**src/rtl/serial_subtractor_ctrl_pkg.sv**
```systemverilog
// Shared definitions for the bit-serial subtractor controller.
package serial_subtractor_ctrl_pkg;

    typedef enum logic [1:0] {
        ST_IDLE = 2'd0,
        ST_RUN  = 2'd1,
        ST_DONE = 2'd2
    } state_e;

    // Counter wide enough to hold WIDTH-1 without wrapping, including WIDTH=1.
    function automatic int unsigned cnt_width(input int unsigned width);
        return $clog2(width) + 1;
    endfunction

endpackage

```
**src/rtl/full_subtractor_df.sv**
```systemverilog
// Dataflow 1-bit full subtractor: computes A - B - C.
module full_subtractor_df (
    output logic difference,
    output logic borrow,
    input  logic A,
    input  logic B,
    input  logic C
);

    assign difference = A ^ B ^ C;
    assign borrow     = (~A & (B | C)) | (B & C);

endmodule

```
**src/rtl/serial_subtractor_ctrl.sv**
```systemverilog
// Bit-serial WIDTH-bit subtractor: one full_subtractor_df cell, LSB first,
// borrow recirculated through a register, start/busy/done handshake.
module serial_subtractor_ctrl
    import serial_subtractor_ctrl_pkg::*;
#(
    parameter int unsigned WIDTH = 8
) (
    input  logic             clk,
    input  logic             rst_n,
    input  logic             start,
    input  logic [WIDTH-1:0] a,
    input  logic [WIDTH-1:0] b,
    output logic             busy,
    output logic             done,
    output logic [WIDTH-1:0] diff,
    output logic             borrow_out
);

    localparam int unsigned     CNT_W    = cnt_width(WIDTH);
    localparam logic [CNT_W-1:0] CNT_LAST = CNT_W'(WIDTH - 1);

    state_e           state_q, state_d;
    logic [WIDTH-1:0] a_sr_q, a_sr_d;
    logic [WIDTH-1:0] b_sr_q, b_sr_d;
    logic [WIDTH-1:0] d_sr_q, d_sr_d;
    logic             borrow_q, borrow_d;
    logic [CNT_W-1:0] cnt_q, cnt_d;
    logic [WIDTH-1:0] diff_q, diff_d;
    logic             borrow_out_q, borrow_out_d;
    logic             busy_q, busy_d;
    logic             done_q, done_d;

    logic             cell_diff;
    logic             cell_borrow;
    logic [WIDTH-1:0] d_shift;

    full_subtractor_df u_cell (
        .difference (cell_diff),
        .borrow     (cell_borrow),
        .A          (a_sr_q[0]),
        .B          (b_sr_q[0]),
        .C          (borrow_q)
    );

    // New result bit enters at the MSB; shifting works for WIDTH=1 too.
    assign d_shift = (d_sr_q >> 1) | (WIDTH'(cell_diff) << (WIDTH - 1));

    always_comb begin
        state_d      = state_q;
        a_sr_d       = a_sr_q;
        b_sr_d       = b_sr_q;
        d_sr_d       = d_sr_q;
        borrow_d     = borrow_q;
        cnt_d        = cnt_q;
        diff_d       = diff_q;
        borrow_out_d = borrow_out_q;

        case (state_q)
            ST_IDLE, ST_DONE: begin
                if (start) begin
                    a_sr_d   = a;
                    b_sr_d   = b;
                    d_sr_d   = '0;
                    borrow_d = 1'b0;
                    cnt_d    = '0;
                    state_d  = ST_RUN;
                end else begin
                    state_d  = ST_IDLE;
                end
            end
            ST_RUN: begin
                a_sr_d   = a_sr_q >> 1;
                b_sr_d   = b_sr_q >> 1;
                d_sr_d   = d_shift;
                borrow_d = cell_borrow;
                cnt_d    = cnt_q + CNT_W'(1);
                if (cnt_q == CNT_LAST) begin
                    diff_d       = d_shift;
                    borrow_out_d = cell_borrow;
                    state_d      = ST_DONE;
                end
            end
            default: state_d = ST_IDLE;
        endcase

        busy_d = (state_d == ST_RUN);
        done_d = (state_d == ST_DONE);
    end

    always_ff @(posedge clk) begin
        if (!rst_n) begin
            state_q      <= ST_IDLE;
            a_sr_q       <= '0;
            b_sr_q       <= '0;
            d_sr_q       <= '0;
            borrow_q     <= 1'b0;
            cnt_q        <= '0;
            diff_q       <= '0;
            borrow_out_q <= 1'b0;
            busy_q       <= 1'b0;
            done_q       <= 1'b0;
        end else begin
            state_q      <= state_d;
            a_sr_q       <= a_sr_d;
            b_sr_q       <= b_sr_d;
            d_sr_q       <= d_sr_d;
            borrow_q     <= borrow_d;
            cnt_q        <= cnt_d;
            diff_q       <= diff_d;
            borrow_out_q <= borrow_out_d;
            busy_q       <= busy_d;
            done_q       <= done_d;
        end
    end

    assign busy       = busy_q;
    assign done       = done_q;
    assign diff       = diff_q;
    assign borrow_out = borrow_out_q;

endmodule
```
**config.mk**
```make
export PLATFORM = sky130hd
export DESIGN_NAME = serial_subtractor_ctrl
export DESIGN_NICKNAME = d
export VERILOG_FILES = /design/src/rtl/serial_subtractor_ctrl_pkg.sv /design/src/rtl/full_subtractor_df.sv /design/src/rtl/serial_subtractor_ctrl.sv
export SDC_FILE = /design/constraint.sdc
export NUM_CORES = 1
export LEC_CHECK = 0
export ABC_AREA = 0
export ABC_CLOCK_PERIOD_IN_PS = 1700
export CORE_UTILIZATION = 35
export CTS_CLUSTER_SIZE = 25
export DETAILED_ROUTE_END_ITERATION = 16
export PLACE_DENSITY_LB_ADDON = 0.1
export SYNTH_ARGS = -nofsm -noshare
export SYNTH_HDL_FRONTEND = slang
export SYNTH_SLANG_ARGS = --single-unit
export TNS_END_PERCENT = 50
```
**constraint.sdc**
```tcl
create_clock -name clk -period 1.7 [get_ports clk]
set_clock_uncertainty 0.05 [all_clocks]
set_input_delay 0.255 -clock clk [delete_from_list [all_inputs] [get_ports clk]]
set_output_delay 0.255 -clock clk [all_outputs]
set_load 0.1 [all_outputs]
```
==> flow_summary.rst <==
.. list-table::
   :header-rows: 1

   * - Metric
     - Value
   * - Transition time of the tightest slew-check pin
     - 0.394 ns
   * - Filler Cell Count
     - 420
   * - Achievable frequency
     - 704 MHz
   * - Final standard cell utilization of the core
     - 49.9%
   * - Max transition margin
     - 73.7%
   * - Post-route antenna net violation count
     - 0
   * - Final cycle utilization of the critical path
     - 83.6%
   * - Post-layout nets
     - 234
   * - First-pass GRT wire length
     - 5890 um
   * - Power Total
     - 2.07 mW
   * - Setup violation total in the final timing report
     - 0
   * - Min Clock Period, post-route
     - 1.42 ns
   * - Number of buffers created by CTS
     - 5
   * - FF+latch count, synth
     - 41
   * - Maximum buffer depth of the clock tree
     - 2
   * - Worst hold slack
     - 0.415 ns
   * - Router iterations before antenna repair
     - 4
   * - Syn-to-layout area delta
     - 32.9%
   * - Total non-filler cell area in the finished layout
     - 2250 um2
   * - Cell Count Post-Placement
     - 258
   * - Cts hold-fix bufs
     - 0
   * - Crit-path cells
     - ha_1, nand3b_2, nor2_8, mux2i_1
   * - Top-area cell type share of the netlist area
     - 48.5%
   * - Clock Root Buffer
     - sky130_fd_sc_hd__clkbuf_8
   * - Minimum setup slack in the final design
     - 0.279 ns
   * - Number of levels the H-tree was split into
     - 2
   * - Max Slew Vio Count
     - 0
   * - Path type of the worst min-delay path
     - register to register
   * - Residual DRC
     - 0
   * - Vias in the first global route
     - 1328
   * - Max incr delay on CP
     - 0.38 ns
   * - Number of warnings printed during yosys synthesis
     - 0
   * - Initial antenna violation count
     - 0
   * - Mean Syn Cell Area
     - 9.14 um2
   * - Chip height
     - 71.5 um
   * - Total of max-cap violations
     - 0
   * - Largest net degree at the start of global routing
     - 32
   * - Cell Pwr Density
     - 921 nW/um2
   * - Share of the yosys chip area belonging to registers
     - 48.5%
   * - Top area cells in the synthesized netlist
     - sky130_fd_sc_hd__dfxtp_1 (49%), sky130_fd_sc_hd__a21oi_1 (8.3%), sky130_fd_sc_hd__nand3_1 (8.0%)
   * - Placeable core area
     - 4500 um2
   * - Seq. cell area
     - 821 um2
   * - Post-synth design cell area
     - 1690 um2
   * - Worst vdd rail ir drop
     - 506 uV
   * - TritonCTS clock tree
     - yes
   * - Post CTS Setup Buffer Count
     - 0
   * - Net count after synthesis
     - 206
   * - Fraction of final layout cells with drive strength greater than 1
     - 14.5%
   * - Average wire length per cell after detail routing
     - 13.1 um
   * - Worst Path Class, Setup
     - register to register
   * - Worst endpoint required time
     - 1.87 ns
   * - Top library cells by usage in the layout, fill and taps aside
     - sky130_fd_sc_hd__dfxtp_1 (41), sky130_fd_sc_hd__a21oi_1 (28), sky130_fd_sc_hd__nand3_1 (27), sky130_fd_sc_hd__nand2_1 (27), sky130_fd_sc_hd__clkdlybuf4s50_1 (18)
   * - Biggest area consumer among synthesized cells
     - sky130_fd_sc_hd__dfxtp_1
   * - Critical Path Sink Type
     - register
   * - Sinks on Clock Net
     - 41
   * - Clock slew seen by the registers of the worst setup and hold paths
     - 0.08 ns
   * - Site Rows
     - 24
   * - Footprint of the multi-input gates
     - 749 um2
   * - Critical path data arrival time
     - 1.60 ns
   * - Via count
     - 1378
   * - GRT Total Usage
     - 14.9%
   * - Final hold viol count
     - 0
   * - Number of vias per cell
     - 5.18
   * - Final HPWL DP
     - 2350 um
   * - Kind of start point of the critical path
     - register
   * - Synthesized netlist cell count
     - 185
   * - Initial Utilization
     - 37.6%
   * - Post-DP Area
     - 2130 um2
   * - Unrepaired setup endpoints after global routing
     - no
   * - Master of the slowest instance on the critical path
     - sky130_fd_sc_hd__dfxtp_1
   * - Total Die Area
     - 5120 um2
   * - Outcome
     - finished, final reports clean
   * - Commonest non-fill, non-tap cell in the layout
     - sky130_fd_sc_hd__dfxtp_1
   * - Initial DRC Count
     - 61
   * - I/O pin count
     - 30
   * - Final instance count without filler cells
     - 266
   * - Insertion delay to the later sink of the worst-skew pair
     - 0.30 ns
   * - Post-CTS resize count
     - 0
   * - Critical path fanouts, max
     - 9
   * - N_diodes
     - 0
   * - Routability Congestion
     - 0.702
   * - Number of distinct library cells after synthesis
     - 22
   * - Number of buffers added on ports
     - 29
   * - Static Leak
     - 0.799 nW
   * - Final-layout setup total negative slack
     - 0 ns
   * - Horiz. Die Dim
     - 71.5 um
   * - Final global-route overflow total
     - 0
   * - Detailed Route WL
     - 3480 um
   * - Pre-CTS worst setup slack
     - 0.0408 ns
## cells by family (layout without fill, tap and decap cells)
| kind of cell | after synthesis | in the layout | share of synthesized area (%) |
|---|---|---|---|
| and+or+nand+nor | 69 | 69 | 20.2 |
| AOI/OAI and AO/OA | 43 | 43 | 15.2 |
| DFF | 41 | 41 | 48.5 |
| buffers and inverters | 19 | 48 | 7.32 |
| muxes | 11 | 11 | 6.80 |
| adders and majority gates | 2 | 2 | 1.92 |
## worst paths after layout
path	startpoint	endpoint	slack [ns]	cells past startpoint
hold reg to reg	d_sr_q[1]	diff[0]	0.42	2
hold / removal	d_sr_q[1]	diff[0]	0.42	2
setup reg to reg	cnt_q[0]	diff[1]	0.28	4
setup / recovery	cnt_q[0]	diff[1]	0.28	4
## sequential cells by signal, indices dropped and copies added (netlist names)
register	count
done	1
cnt_q	4
borrow_out	1
d_sr_q	7
diff	8
borrow_q	1
b_sr_q	8
busy	1
state_q	2
a_sr_q	8
## per-layer routing
layer / share of wire (%) / vias to the layer above / global-route usage (%)
met2: 50 / 35 / 26.7
met5: 0 / - / 0
met3: 5.0 / 6 / 3.38
li1: - / 697 / -
met4: 2.1 / 0 / 8.50
met1: 43 / 640 / 16.3
## cell usage after synthesis (all sizes together)
cell	count
mux2i	10
nor3	2
buf	13
nor2b	2
nor2	3
inv	3
nand3	27
nand2b	6
dfxtp	41
a211oi	1
mux2	1
nand2	27
a22oi	14
ha	1
fa	1
nand3b	1
nand4	1
a21oi	28
clkbuf	3
## where the power goes
part	switching [mW]	total [mW]	internal, mW
clock network	0.326	0.805	0.479
registers	0.0207	1.02	0.995
logic	0.134	0.249	0.115
## critical path, delay by kind of cell (launching register included)
| kind | cells | cell delay (ns) |
|---|---|---|
| DFF | 1 | 0.38 |
| adders and majority gates | 1 | 0.23 |
| and+or+nand+nor | 2 | 0.47 |
| muxes | 1 | 0.22 |
## layout make-up
cell class              count  area share (%)
clock buffers               7            3.84
inverters                   3           0.501
flip-flops and latches     41            36.5
multi-input cells         125            33.3
repair buffers             37            21.6
clock inverters             1            1.34
well taps                  52            2.89
No activity file was read; power rests on OpenSTA's default activity.
